**config.mk**
```make
export PLATFORM = sky130hd
export DESIGN_NAME = mem_port_arbiter_flat
export DESIGN_NICKNAME = d
export VERILOG_FILES = /design/src/rtl/mem_port_arbiter_if.sv /design/src/rtl/mem_port_arbiter.sv /design/src/flat_wrapper.sv
export SDC_FILE = /design/constraint.sdc
export NUM_CORES = 1
export LEC_CHECK = 0
export CORE_AREA = 2 2 296 298
export DETAILED_ROUTE_END_ITERATION = 10
export DIE_AREA = 0 0 298 300
export PLACE_DENSITY = 0.52
export REMOVE_ABC_BUFFERS = 1
export SLEW_MARGIN = 25
export SYNTH_ARGS = -nofsm -noshare
export SYNTH_HDL_FRONTEND = slang
export SYNTH_SLANG_ARGS = --single-unit
```
**constraint.sdc**
```tcl
create_clock -name clk -period 4.05 [get_ports clk]
set_input_delay 1.215 -clock clk [delete_from_list [all_inputs] [get_ports clk]]
set_output_delay 1.215 -clock clk [all_outputs]
set_load 0.1 [all_outputs]
```
**src/rtl/mem_port_arbiter_if.sv**
```systemverilog
// Bus bundle for mem_port_arbiter: the I-cache and D-cache request ports plus
// the line-wide Avalon burst master port. The master modport is the arbiter
// view; the slave modport is the view of the caches and interconnect around it.
interface mem_port_arbiter_if #(
  parameter int LINE_W = 128
);
  // I-cache refill port
  logic              i_req;
  logic [31:0]       i_address;
  logic              i_ack;
  logic [LINE_W-1:0] i_rdata;
  // D-cache refill/writeback port
  logic              d_req;
  logic              d_we;
  logic [31:0]       d_address;
  logic [LINE_W-1:0] d_wdata;
  logic              d_ack;
  logic [LINE_W-1:0] d_rdata;
  // Avalon burst master
  logic [31:0]       av_address;
  logic              av_read;
  logic              av_write;
  logic [LINE_W-1:0] av_writedata;
  logic [2:0]        av_burstcount;
  logic              av_wait_data;
  logic              av_readdatavalid;
  logic [LINE_W-1:0] av_reddata;

  modport master (
    input  i_req, i_address, d_req, d_we, d_address, d_wdata,
           av_wait_data, av_readdatavalid, av_reddata,
    output i_ack, i_rdata, d_ack, d_rdata,
           av_address, av_read, av_write, av_writedata, av_burstcount
  );

  modport slave (
    output i_req, i_address, d_req, d_we, d_address, d_wdata,
           av_wait_data, av_readdatavalid, av_reddata,
    input  i_ack, i_rdata, d_ack, d_rdata,
           av_address, av_read, av_write, av_writedata, av_burstcount
  );
endinterface

```
**src/rtl/mem_port_arbiter.sv**
```systemverilog
// mem_port_arbiter: shares one Avalon burst master between the I-cache refill
// path and the D-cache refill/writeback path. One transaction is in flight at a
// time; the owner receives its line and a one-cycle ack when it completes.
// Ties are broken round robin by default. Defining ARB_DCACHE_PRIORITY_EN
// makes the D-cache win every tie instead.
module mem_port_arbiter #(
  parameter logic [2:0] BURST = 3'h4
) (
  input  logic               clk,
  input  logic               reset,
  mem_port_arbiter_if.master bus
);

  localparam int LINE_W = 32 * int'(BURST);

  typedef enum logic [1:0] {IDLE, CMD, RDWAIT, DONE} state_t;
  typedef enum logic {OWN_I = 1'b0, OWN_D = 1'b1} owner_t;

  state_t            state_q, state_d;
  owner_t            owner_q, owner_d;
  owner_t            last_owner_q, last_owner_d;
  owner_t            grant;
  logic              is_write_q, is_write_d;
  logic              av_read_q, av_read_d;
  logic              av_write_q, av_write_d;
  logic [31:0]       av_address_q, av_address_d;
  logic [LINE_W-1:0] av_writedata_q, av_writedata_d;
  logic              i_ack_q, i_ack_d;
  logic              d_ack_q, d_ack_d;
  logic [LINE_W-1:0] i_rdata_q, i_rdata_d;
  logic [LINE_W-1:0] d_rdata_q, d_rdata_d;
  logic              capture;
  logic              finish;

  // State and output registers; reset abandons any transfer in flight.
  always_ff @(posedge clk) begin
    if (reset) begin
      state_q        <= IDLE;
      owner_q        <= OWN_I;
      last_owner_q   <= OWN_D;
      is_write_q     <= 1'b0;
      av_read_q      <= 1'b0;
      av_write_q     <= 1'b0;
      av_address_q   <= '0;
      av_writedata_q <= '0;
      i_ack_q        <= 1'b0;
      d_ack_q        <= 1'b0;
      i_rdata_q      <= '0;
      d_rdata_q      <= '0;
    end else begin
      state_q        <= state_d;
      owner_q        <= owner_d;
      last_owner_q   <= last_owner_d;
      is_write_q     <= is_write_d;
      av_read_q      <= av_read_d;
      av_write_q     <= av_write_d;
      av_address_q   <= av_address_d;
      av_writedata_q <= av_writedata_d;
      i_ack_q        <= i_ack_d;
      d_ack_q        <= d_ack_d;
      i_rdata_q      <= i_rdata_d;
      d_rdata_q      <= d_rdata_d;
    end
  end

  // Arbitration, command sequencing, read capture and ack generation.
  always_comb begin
    state_d        = state_q;
    owner_d        = owner_q;
    last_owner_d   = last_owner_q;
    is_write_d     = is_write_q;
    av_read_d      = av_read_q;
    av_write_d     = av_write_q;
    av_address_d   = av_address_q;
    av_writedata_d = av_writedata_q;
    i_ack_d        = 1'b0;
    d_ack_d        = 1'b0;
    i_rdata_d      = i_rdata_q;
    d_rdata_d      = d_rdata_q;
    grant          = OWN_I;
    capture        = 1'b0;
    finish         = 1'b0;

    case (state_q)
      IDLE: begin
        if (bus.i_req || bus.d_req) begin
          if (bus.i_req && bus.d_req) begin
`ifdef ARB_DCACHE_PRIORITY_EN
            grant = OWN_D;
`else
            // Whoever did not own the port last time wins the tie.
            grant = (last_owner_q == OWN_D) ? OWN_I : OWN_D;
`endif
          end else begin
            grant = bus.d_req ? OWN_D : OWN_I;
          end
          owner_d      = grant;
          last_owner_d = grant;
          state_d      = CMD;
          if (grant == OWN_D) begin
            av_address_d = bus.d_address;
            is_write_d   = bus.d_we;
            av_read_d    = ~bus.d_we;
            av_write_d   = bus.d_we;
            if (bus.d_we) begin
              av_writedata_d = bus.d_wdata;
            end
          end else begin
            av_address_d = bus.i_address;
            is_write_d   = 1'b0;
            av_read_d    = 1'b1;
            av_write_d   = 1'b0;
          end
        end
      end
      CMD: begin
        // Command is held until the first cycle without waitrequest.
        if (!bus.av_wait_data) begin
          av_read_d  = 1'b0;
          av_write_d = 1'b0;
          if (is_write_q) begin
            finish = 1'b1;
          end else if (bus.av_readdatavalid) begin
            capture = 1'b1;
          end else begin
            state_d = RDWAIT;
          end
        end
      end
      RDWAIT: begin
        if (bus.av_readdatavalid) begin
          capture = 1'b1;
        end
      end
      DONE: begin
        state_d = IDLE;
      end
      default: begin
        state_d = IDLE;
      end
    endcase

    if (capture) begin
      finish = 1'b1;
      if (owner_q == OWN_D) begin
        d_rdata_d = bus.av_reddata;
      end else begin
        i_rdata_d = bus.av_reddata;
      end
    end

    // The ack register is set on entry to DONE so it is high for that cycle only.
    if (finish) begin
      state_d = DONE;
      i_ack_d = (owner_q == OWN_I);
      d_ack_d = (owner_q == OWN_D);
    end
  end

  assign bus.av_address    = av_address_q;
  assign bus.av_read       = av_read_q;
  assign bus.av_write      = av_write_q;
  assign bus.av_writedata  = av_writedata_q;
  assign bus.av_burstcount = BURST;
  assign bus.i_ack         = i_ack_q;
  assign bus.d_ack         = d_ack_q;
  assign bus.i_rdata       = i_rdata_q;
  assign bus.d_rdata       = d_rdata_q;

endmodule

```
**src/flat_wrapper.sv**
```systemverilog
// flat-port wrapper written by rule: the top's interface ports become plain ports
module mem_port_arbiter_flat 
#(
  parameter logic [2:0] BURST = 3'h4
)
  (clk, reset, bus_i_req, bus_i_address, bus_d_req, bus_d_we, bus_d_address, bus_d_wdata, bus_av_wait_data, bus_av_readdatavalid, bus_av_reddata, bus_i_ack, bus_i_rdata, bus_d_ack, bus_d_rdata, bus_av_address, bus_av_read, bus_av_write, bus_av_writedata, bus_av_burstcount);
  mem_port_arbiter_if #(.LINE_W((128))) bus_i ();
  input  logic clk;
  input  logic reset;
  input wire logic [$bits(bus_i.i_req)-1:0] bus_i_req;
  input wire logic [$bits(bus_i.i_address)-1:0] bus_i_address;
  input wire logic [$bits(bus_i.d_req)-1:0] bus_d_req;
  input wire logic [$bits(bus_i.d_we)-1:0] bus_d_we;
  input wire logic [$bits(bus_i.d_address)-1:0] bus_d_address;
  input wire logic [$bits(bus_i.d_wdata)-1:0] bus_d_wdata;
  input wire logic [$bits(bus_i.av_wait_data)-1:0] bus_av_wait_data;
  input wire logic [$bits(bus_i.av_readdatavalid)-1:0] bus_av_readdatavalid;
  input wire logic [$bits(bus_i.av_reddata)-1:0] bus_av_reddata;
  output wire logic [$bits(bus_i.i_ack)-1:0] bus_i_ack;
  output wire logic [$bits(bus_i.i_rdata)-1:0] bus_i_rdata;
  output wire logic [$bits(bus_i.d_ack)-1:0] bus_d_ack;
  output wire logic [$bits(bus_i.d_rdata)-1:0] bus_d_rdata;
  output wire logic [$bits(bus_i.av_address)-1:0] bus_av_address;
  output wire logic [$bits(bus_i.av_read)-1:0] bus_av_read;
  output wire logic [$bits(bus_i.av_write)-1:0] bus_av_write;
  output wire logic [$bits(bus_i.av_writedata)-1:0] bus_av_writedata;
  output wire logic [$bits(bus_i.av_burstcount)-1:0] bus_av_burstcount;
  assign bus_i.i_req = bus_i_req;
  assign bus_i.i_address = bus_i_address;
  assign bus_i.d_req = bus_d_req;
  assign bus_i.d_we = bus_d_we;
  assign bus_i.d_address = bus_d_address;
  assign bus_i.d_wdata = bus_d_wdata;
  assign bus_i.av_wait_data = bus_av_wait_data;
  assign bus_i.av_readdatavalid = bus_av_readdatavalid;
  assign bus_i.av_reddata = bus_av_reddata;
  assign bus_i_ack = bus_i.i_ack;
  assign bus_i_rdata = bus_i.i_rdata;
  assign bus_d_ack = bus_i.d_ack;
  assign bus_d_rdata = bus_i.d_rdata;
  assign bus_av_address = bus_i.av_address;
  assign bus_av_read = bus_i.av_read;
  assign bus_av_write = bus_i.av_write;
  assign bus_av_writedata = bus_i.av_writedata;
  assign bus_av_burstcount = bus_i.av_burstcount;
  mem_port_arbiter #(.BURST(BURST)) u_core (.clk(clk), .reset(reset), .bus(bus_i));
endmodule
```
==> results of run 1 <==
[cell usage in the layout, fill, tap and decap left out, drive strengths merged, types with 2 or more instances in the layout]
cell,instances
a211oi,32
a21boi,2
a21oi,386
a22oi,2
a31oi,3
buf,127
clkbuf,75
clkdlybuf4s50,656
clkinv,7
clkinvlp,3
conb,3
dfxtp,425
diode,3
ha,4
inv,10
mux2i,32
nand2,771
nand3,2
nor2,36
nor2b,2
nor3,2
o2111a,2
o2111ai,2
o21ai,3
[area by class of cell]
| class | instances | area (um2) |
|---|---|---|
| fill | 9318 | 60900 |
| sequential | 425 | 8510 |
| timing repair buffer | 783 | 7710 |
| multi-input combinational | 1299 | 5950 |
| clock buffer | 75 | 1490 |
| tap | 1155 | 1450 |
| clock inverter | 17 | 151 |
| inverter | 4 | 15.0 |
| antenna | 3 | 7.51 |
[synth_stat cells, types with 3 or more instances]
cell type  count
nand2_1      771
a21oi_2       10
mux2i_1       32
a31oi_1        3
ha_1           4
buf_4         28
dfxtp_1      425
clkbuf_1      47
buf_2         22
o21ai_0        3
buf_6         46
nor2_1        36
a21oi_1      376
a211oi_1      32
inv_1          4
[power groups by stage]
stage	clock network, mW	registers, mW	logic, mW
2_1_floorplan	0	7.20	0.863
3_3_place_gp	0	4.81	4.84
3_5_place_dp	0	4.82	4.84
4_1_cts	4.75	4.73	4.85
5_1_grt	4.91	4.77	5.03
6_report	4.56	4.73	4.80
[metal layers]
metal  GRT usage (%)  vias to the layer above  wire length (um)
met3            5.48                      103              5960
li1                -                     7486                 -
met4            4.12                        4              1840
met1            16.1                     6913             26400
met5               0                        -                27
met2            23.3                      538             30700
[worst max-delay path by stage]
| stage | startpoint | endpoint | slack (ns) |
|---|---|---|---|
| 4_1_cts | u_core.bus.d_rdata[97]$_SDFFE_PP0P_ | bus_d_rdata[97] | 0.60 |
| 5_1_grt | u_core.bus.av_address[18]$_SDFFE_PP0P_ | bus_av_address[18] | 0.62 |
| 3_3_place_gp | bus_av_wait_data | u_core.bus.d_rdata[76]$_SDFFE_PP0P_ | 0.78 |
| 6_report | u_core.bus.d_rdata[103]$_SDFFE_PP0P_ | bus_d_rdata[103] | 0.68 |
| 2_1_floorplan | bus_d_req | u_core.bus.av_writedata[0]$_SDFFE_PP0P_ | -3.27 |
| 3_5_place_dp | bus_av_wait_data | u_core.bus.d_rdata[114]$_SDFFE_PP0P_ | 0.74 |
[flip-flops by register name, summed over array words and instances (netlist names)]
register	flops
u_core.bus.av_writedata	128
u_core.bus.av_read	1
u_core.bus.i_rdata	128
u_core.last_owner_q	1
u_core.state_q	2
u_core.bus.av_write	1
u_core.bus.d_rdata	128
u_core.owner_q	1
u_core.bus.d_ack	1
u_core.bus.av_address	32
u_core.is_write_q	1
u_core.bus.i_ack	1
[tightest hold or removal path: cells and delay by family (launching register included)]
kind,cells,cell delay (ns)
AO/OA/AOI/OAI,1,0.05
flip-flops,1,0.30
AND/OR/NAND/NOR,1,0.05
[cell families (layout without fill, tap and decap cells)]
logic type	count (synthesis)	after routing	synth area share [%]
mux	32	32	2.07
simple gates	820	820	20.2
compound gates	440	440	15.5
other cells	2	6	0.0485
flops	425	425	55.0
fa+ha+maj	4	4	0.323
buf+inv	152	879	6.91
==> impl_metrics.yaml, run 1 <==
outcome:
  status: "finished clean"
cts:
  clock_path_buffers: 3
  numCtsBuffers: 53
  cts_root_buf: "clkbuf_16"
  cts_htree_levels: 2
  post_cts_buffers: 0
  hold_buffers: 0
  cts_tree: "yes"
  clock_sinks: 425
  path_clk_slew_ns: 0.06
  clock_latency_ns: 0.59
  cts-resized-gates: 0
critical_path:
  rrSetupSlack_ns: 1.77
  required_ns: 2.83
  r2r_cells: 7
  slowest_stage: "clkdlybuf4s50_1"
  cp.arrival_ns: 2.16
  crit_family: "buffers and inverters"
  crit_buf_inv: 1
  path_depth: 1
  crit_type: "reg2out"
  worstPathMaxFanout: 2
  max_stage_delay_ns: 1.17
  rr_endpoint: "u_core.bus.d_rdata[113]$_SDFFE_PP0P_"
  reg2reg_from: "u_core.state_q[1]$_SDFFE_PP0P_"
  crit_chain: "clkdlybuf4s50_1"
  critPathCaptureType: "output pin"
  start_kind: "register"
global_routing:
  grt_first_pass_wirelength_mm: 95.9
  grt_use_total_pct: 13.8
  grt_pass1_vias: 14758
  grt-ovfl-total: 0
  grt_max_degree: 88
  antenna_found_initial: 7
floorplan:
  core_area_mm2: 0.0862
  die_w_um: 298
  start_util_pct: 17.9
  io_pins: 750
  fp.dieH_um: 300
  num_rows: 108
  die-area_mm2: 0.0894
cells_and_area:
  post-route-util_pct: 29.3
  final_cells: 3761
  drive_gt1_share_pct: 8.72
  synthToLayoutAreaGrowth_pct: 63.4
  stdcell_area_mm2: 0.0253
  finalNetCount: 2897
routing:
  viasPerCell: 4.00
  first_pass_iters: 5
  wire_per_inst_um: 17.3
  dr.first_iter.drc_count: 646
  ant_nets: 0
  route.detailed.drc: 0
  via_count: 15044
  wl_mm: 64.9
power:
  p_int_mw: 8.39
  power.density_mw_per_mm2: 557
  swShare_pct: 40.4
  power_frac_comb_pct: 34.1
  p_seq_share_pct: 33.6
  p_switching_mw: 5.70
  clkPwrFrac_pct: 32.4
  max-vdd-ir-drop_mv: 0.330
  power_mw: 14.1
  power_leakage_nw: 8.61
hold_path:
  min-delay-path-class: "reg2reg"
  hold_path_end: "u_core.bus.d_rdata[66]$_SDFFE_PP0P_"
  min_from: "u_core.bus.d_rdata[66]$_SDFFE_PP0P_"
  holdPathStages: 2
logic_synthesis:
  ys_types: 43
  netlist_instances: 1875
  synth_seq_cells: 425
  yosys.area.top_type_share_pct: 55.0
  syn_area_mm2: 0.0155
  synth_edf_count: 0
  yosys_warnings: 0
  async_reset_ff_share_pct: 0
  syn_avg_cell_area_um2: 8.25
  yosys-top-cells-area: "dfxtp_1 55%, nand2_1 19%, a21oi_1 12%"
  yosysTopAreaCell: "dfxtp_1"
  seq_area_frac_synth_pct: 55.0
  ys.flop_type: "dfxtp_1"
sta:
  clock_skew_ns: 0.0142
  setup_tns_ns: 0
  hold_viol: 0
  setup_violations: 0
  fin_crit_ns: 3.37
  holdWs_ns: 0.450
  fmax_mhz: 297
  rsz0062_at_grt: "no"
  setup_ws_ns: 0.678
  drv_slew: 0
  slew_headroom_pct: 30.1
  fin_crit_sh_pct: 83.3
  tightest_slew_ns: 1.05
place:
  dpl.hpwl_mm: 46.8
  numPlacedInstances: 3666
  pre_cts_ws_ns: 0.735
  dpl_cell_area_mm2: 0.0236
  place_congestion: 0.794
  port-buffer-count: 746
job:
  cap_viol_max_count: 0
No activity file was read; power rests on OpenSTA's default activity.
==> inputs of run 2 (changes only) <==
CORE_AREA = 2 2 295 297   (was 2 2 296 298)
DIE_AREA = 0 0 297 299   (was 0 0 298 300)
PLACE_DENSITY = 0.54   (was 0.52)
clock period = 2.7 ns   (was 4.05 ns; I/O delays follow)
==> impl_metrics.yaml, run 2 (same netlist as run 1, synthesis figures left out) <==
critical_path:
  cp-endpoint: "bus_d_rdata[120]"
  r2r_cells: 8
  crit_family: "flip-flops"
  cp-startpoint: "u_core.bus.d_rdata[120]$_SDFFE_PP0P_"
  reg2reg_from: "u_core.state_q[1]$_SDFFE_PP0P_"
  crit_type: "reg2out"
  cp.arrival_ns: 1.58
  max_stage_delay_ns: 0.61
  start_kind: "register"
  slowest_stage: "dfxtp_1"
  rrSetupSlack_ns: 0.56
  crit_buf_inv: 1
  crit_chain: "buf_4"
  path_depth: 1
  critPathCaptureType: "output pin"
  worstPathMaxFanout: 2
  required_ns: 1.89
  rr_endpoint: "u_core.bus.d_rdata[121]$_SDFFE_PP0P_"
floorplan:
  io_pins: 750
  num_rows: 108
  fp.dieH_um: 299
  die-area_mm2: 0.0888
  start_util_pct: 18.0
  die_w_um: 297
  core_area_mm2: 0.0859
job:
  cap_viol_max_count: 0
power:
  power.density_mw_per_mm2: 848
  max-vdd-ir-drop_mv: 0.396
  power_leakage_nw: 9.56
  power_mw: 21.2
place:
  place_congestion: 0.829
  dpl.hpwl_mm: 49.0
  port-buffer-count: 746
routing:
  viasPerCell: 3.99
  wire_per_inst_um: 17.1
  via_count: 15175
  wl_mm: 65.1
  ant_nets: 0
  first_pass_iters: 5
  dr.first_iter.drc_count: 823
  route.detailed.drc: 0
cts:
  path_clk_slew_ns: 0.05
  cts_tree: "yes"
  cts-resized-gates: 0
  post_cts_buffers: 0
  clock_latency_ns: 0.59
  cts_root_buf: "clkbuf_16"
  cts_htree_levels: 2
  numCtsBuffers: 51
  hold_buffers: 0
  clock_sinks: 425
  clock_path_buffers: 3
global_routing:
  grt-ovfl-total: 0
  grt_use_total_pct: 14.0
  grt_first_pass_wirelength_mm: 96.3
  grt_max_degree: 102
  antenna_found_initial: 5
  grt_pass1_vias: 15038
sta:
  fin_crit_sh_pct: 88.7
  setup_tns_ns: 0
  rsz0062_at_grt: "no"
  setup_violations: 0
  fmax_mhz: 418
  fin_crit_ns: 2.39
  clock_skew_ns: 0.0157
  hold_viol: 0
  tightest_slew_ns: 0.523
  drv_slew: 0
  slew_headroom_pct: 65.2
cells_and_area:
  drive_gt1_share_pct: 22.8
  finalNetCount: 2936
  layout_commonest_cell: "nand2_1"
  layout_common_cells: "771 x nand2_1, 467 x buf_4, 425 x dfxtp_1"
  synthToLayoutAreaGrowth_pct: 61.6
  nFillCells: 9338
hold_path:
  min-delay-path-class: "reg2reg"
outcome:
  status: "finished clean"
-- run 2: changes by cell type in the layout (fill, tap and decap cells not counted), sizes merged --
cell,previous run,this run
buf,127,499
bufinv,1,3
clkbuf,75,73
clkdlybuf4s50,656,325
clkinv,7,12
diode,3,2
inv,10,5
-- run 2: area by class of cell --
class	instances	area (um2)	share of cell area, %
Multi-Input combinational cell	1299	5950	23.8
Sequential cell	425	8510	34.0
Antenna cell	2	5.00	0.0200
Tap cell	1155	1450	5.78
Clock buffer	73	1480	5.92
Clock inverter	19	196	0.786
Timing Repair Buffer	824	7390	29.6
Inverter	4	15.0	0.0601
-- run 2: metal layers --
layer | part of all wire (%) | global-route usage [%]
met5 | 0.018 | 0
met1 | 41 | 16.3
met4 | 3.5 | 4.95
met3 | 9.0 | 5.24
met2 | 47 | 23.6
-- run 2: how the worst min path moves through the flow --
stage,startpoint,end,slack (ns),cells after the start
5_1_grt,u_core.bus.av_writedata[50]$_SDFFE_PP0P_,u_core.bus.av_writedata[50]$_SDFFE_PP0P_,0.47,2
2_1_floorplan,u_core.owner_q$_SDFFE_PP0P_,u_core.bus.i_ack$_SDFF_PP0_,0.48,1
3_5_place_dp,u_core.bus.i_rdata[47]$_SDFFE_PP0P_,u_core.bus.i_rdata[47]$_SDFFE_PP0P_,0.45,2
6_report,u_core.bus.av_writedata[8]$_SDFFE_PP0P_,u_core.bus.av_writedata[8]$_SDFFE_PP0P_,0.45,2
3_3_place_gp,u_core.bus.d_rdata[21]$_SDFFE_PP0P_,u_core.bus.d_rdata[21]$_SDFFE_PP0P_,0.44,2
4_1_cts,u_core.bus.i_rdata[50]$_SDFFE_PP0P_,u_core.bus.i_rdata[50]$_SDFFE_PP0P_,0.46,2
-- run 2: stage by stage --
| stage | area (um2) | utilization (%) | std cells | worst slack (ns) | hold slack (ns) |
|---|---|---|---|---|---|
| after detailed placement | 23300 | 27.1 | 3707 | 0.0402 | 0.447 |
| after global routing | 25000 | 29.1 | 3800 | 0.272 | 0.469 |
| final | 25000 | 29.1 | 3801 | 0.305 | 0.452 |
| after global placement | 23300 | 27.1 | 3707 | 0.0645 | 0.442 |
| after CTS | 25000 | 29.1 | 3799 | 0.272 | 0.455 |
| after floorplan | 14400 | - | 1728 | -4.21 | 0.482 |
-- run 2: report_power, final --
group	internal, mW	leakage, nW	total (mW)	switching, mW
Clock	4.09	0.823	6.91	2.83
Sequential	6.80	3.44	7.10	0.294
Combinational	1.83	5.29	7.19	5.36
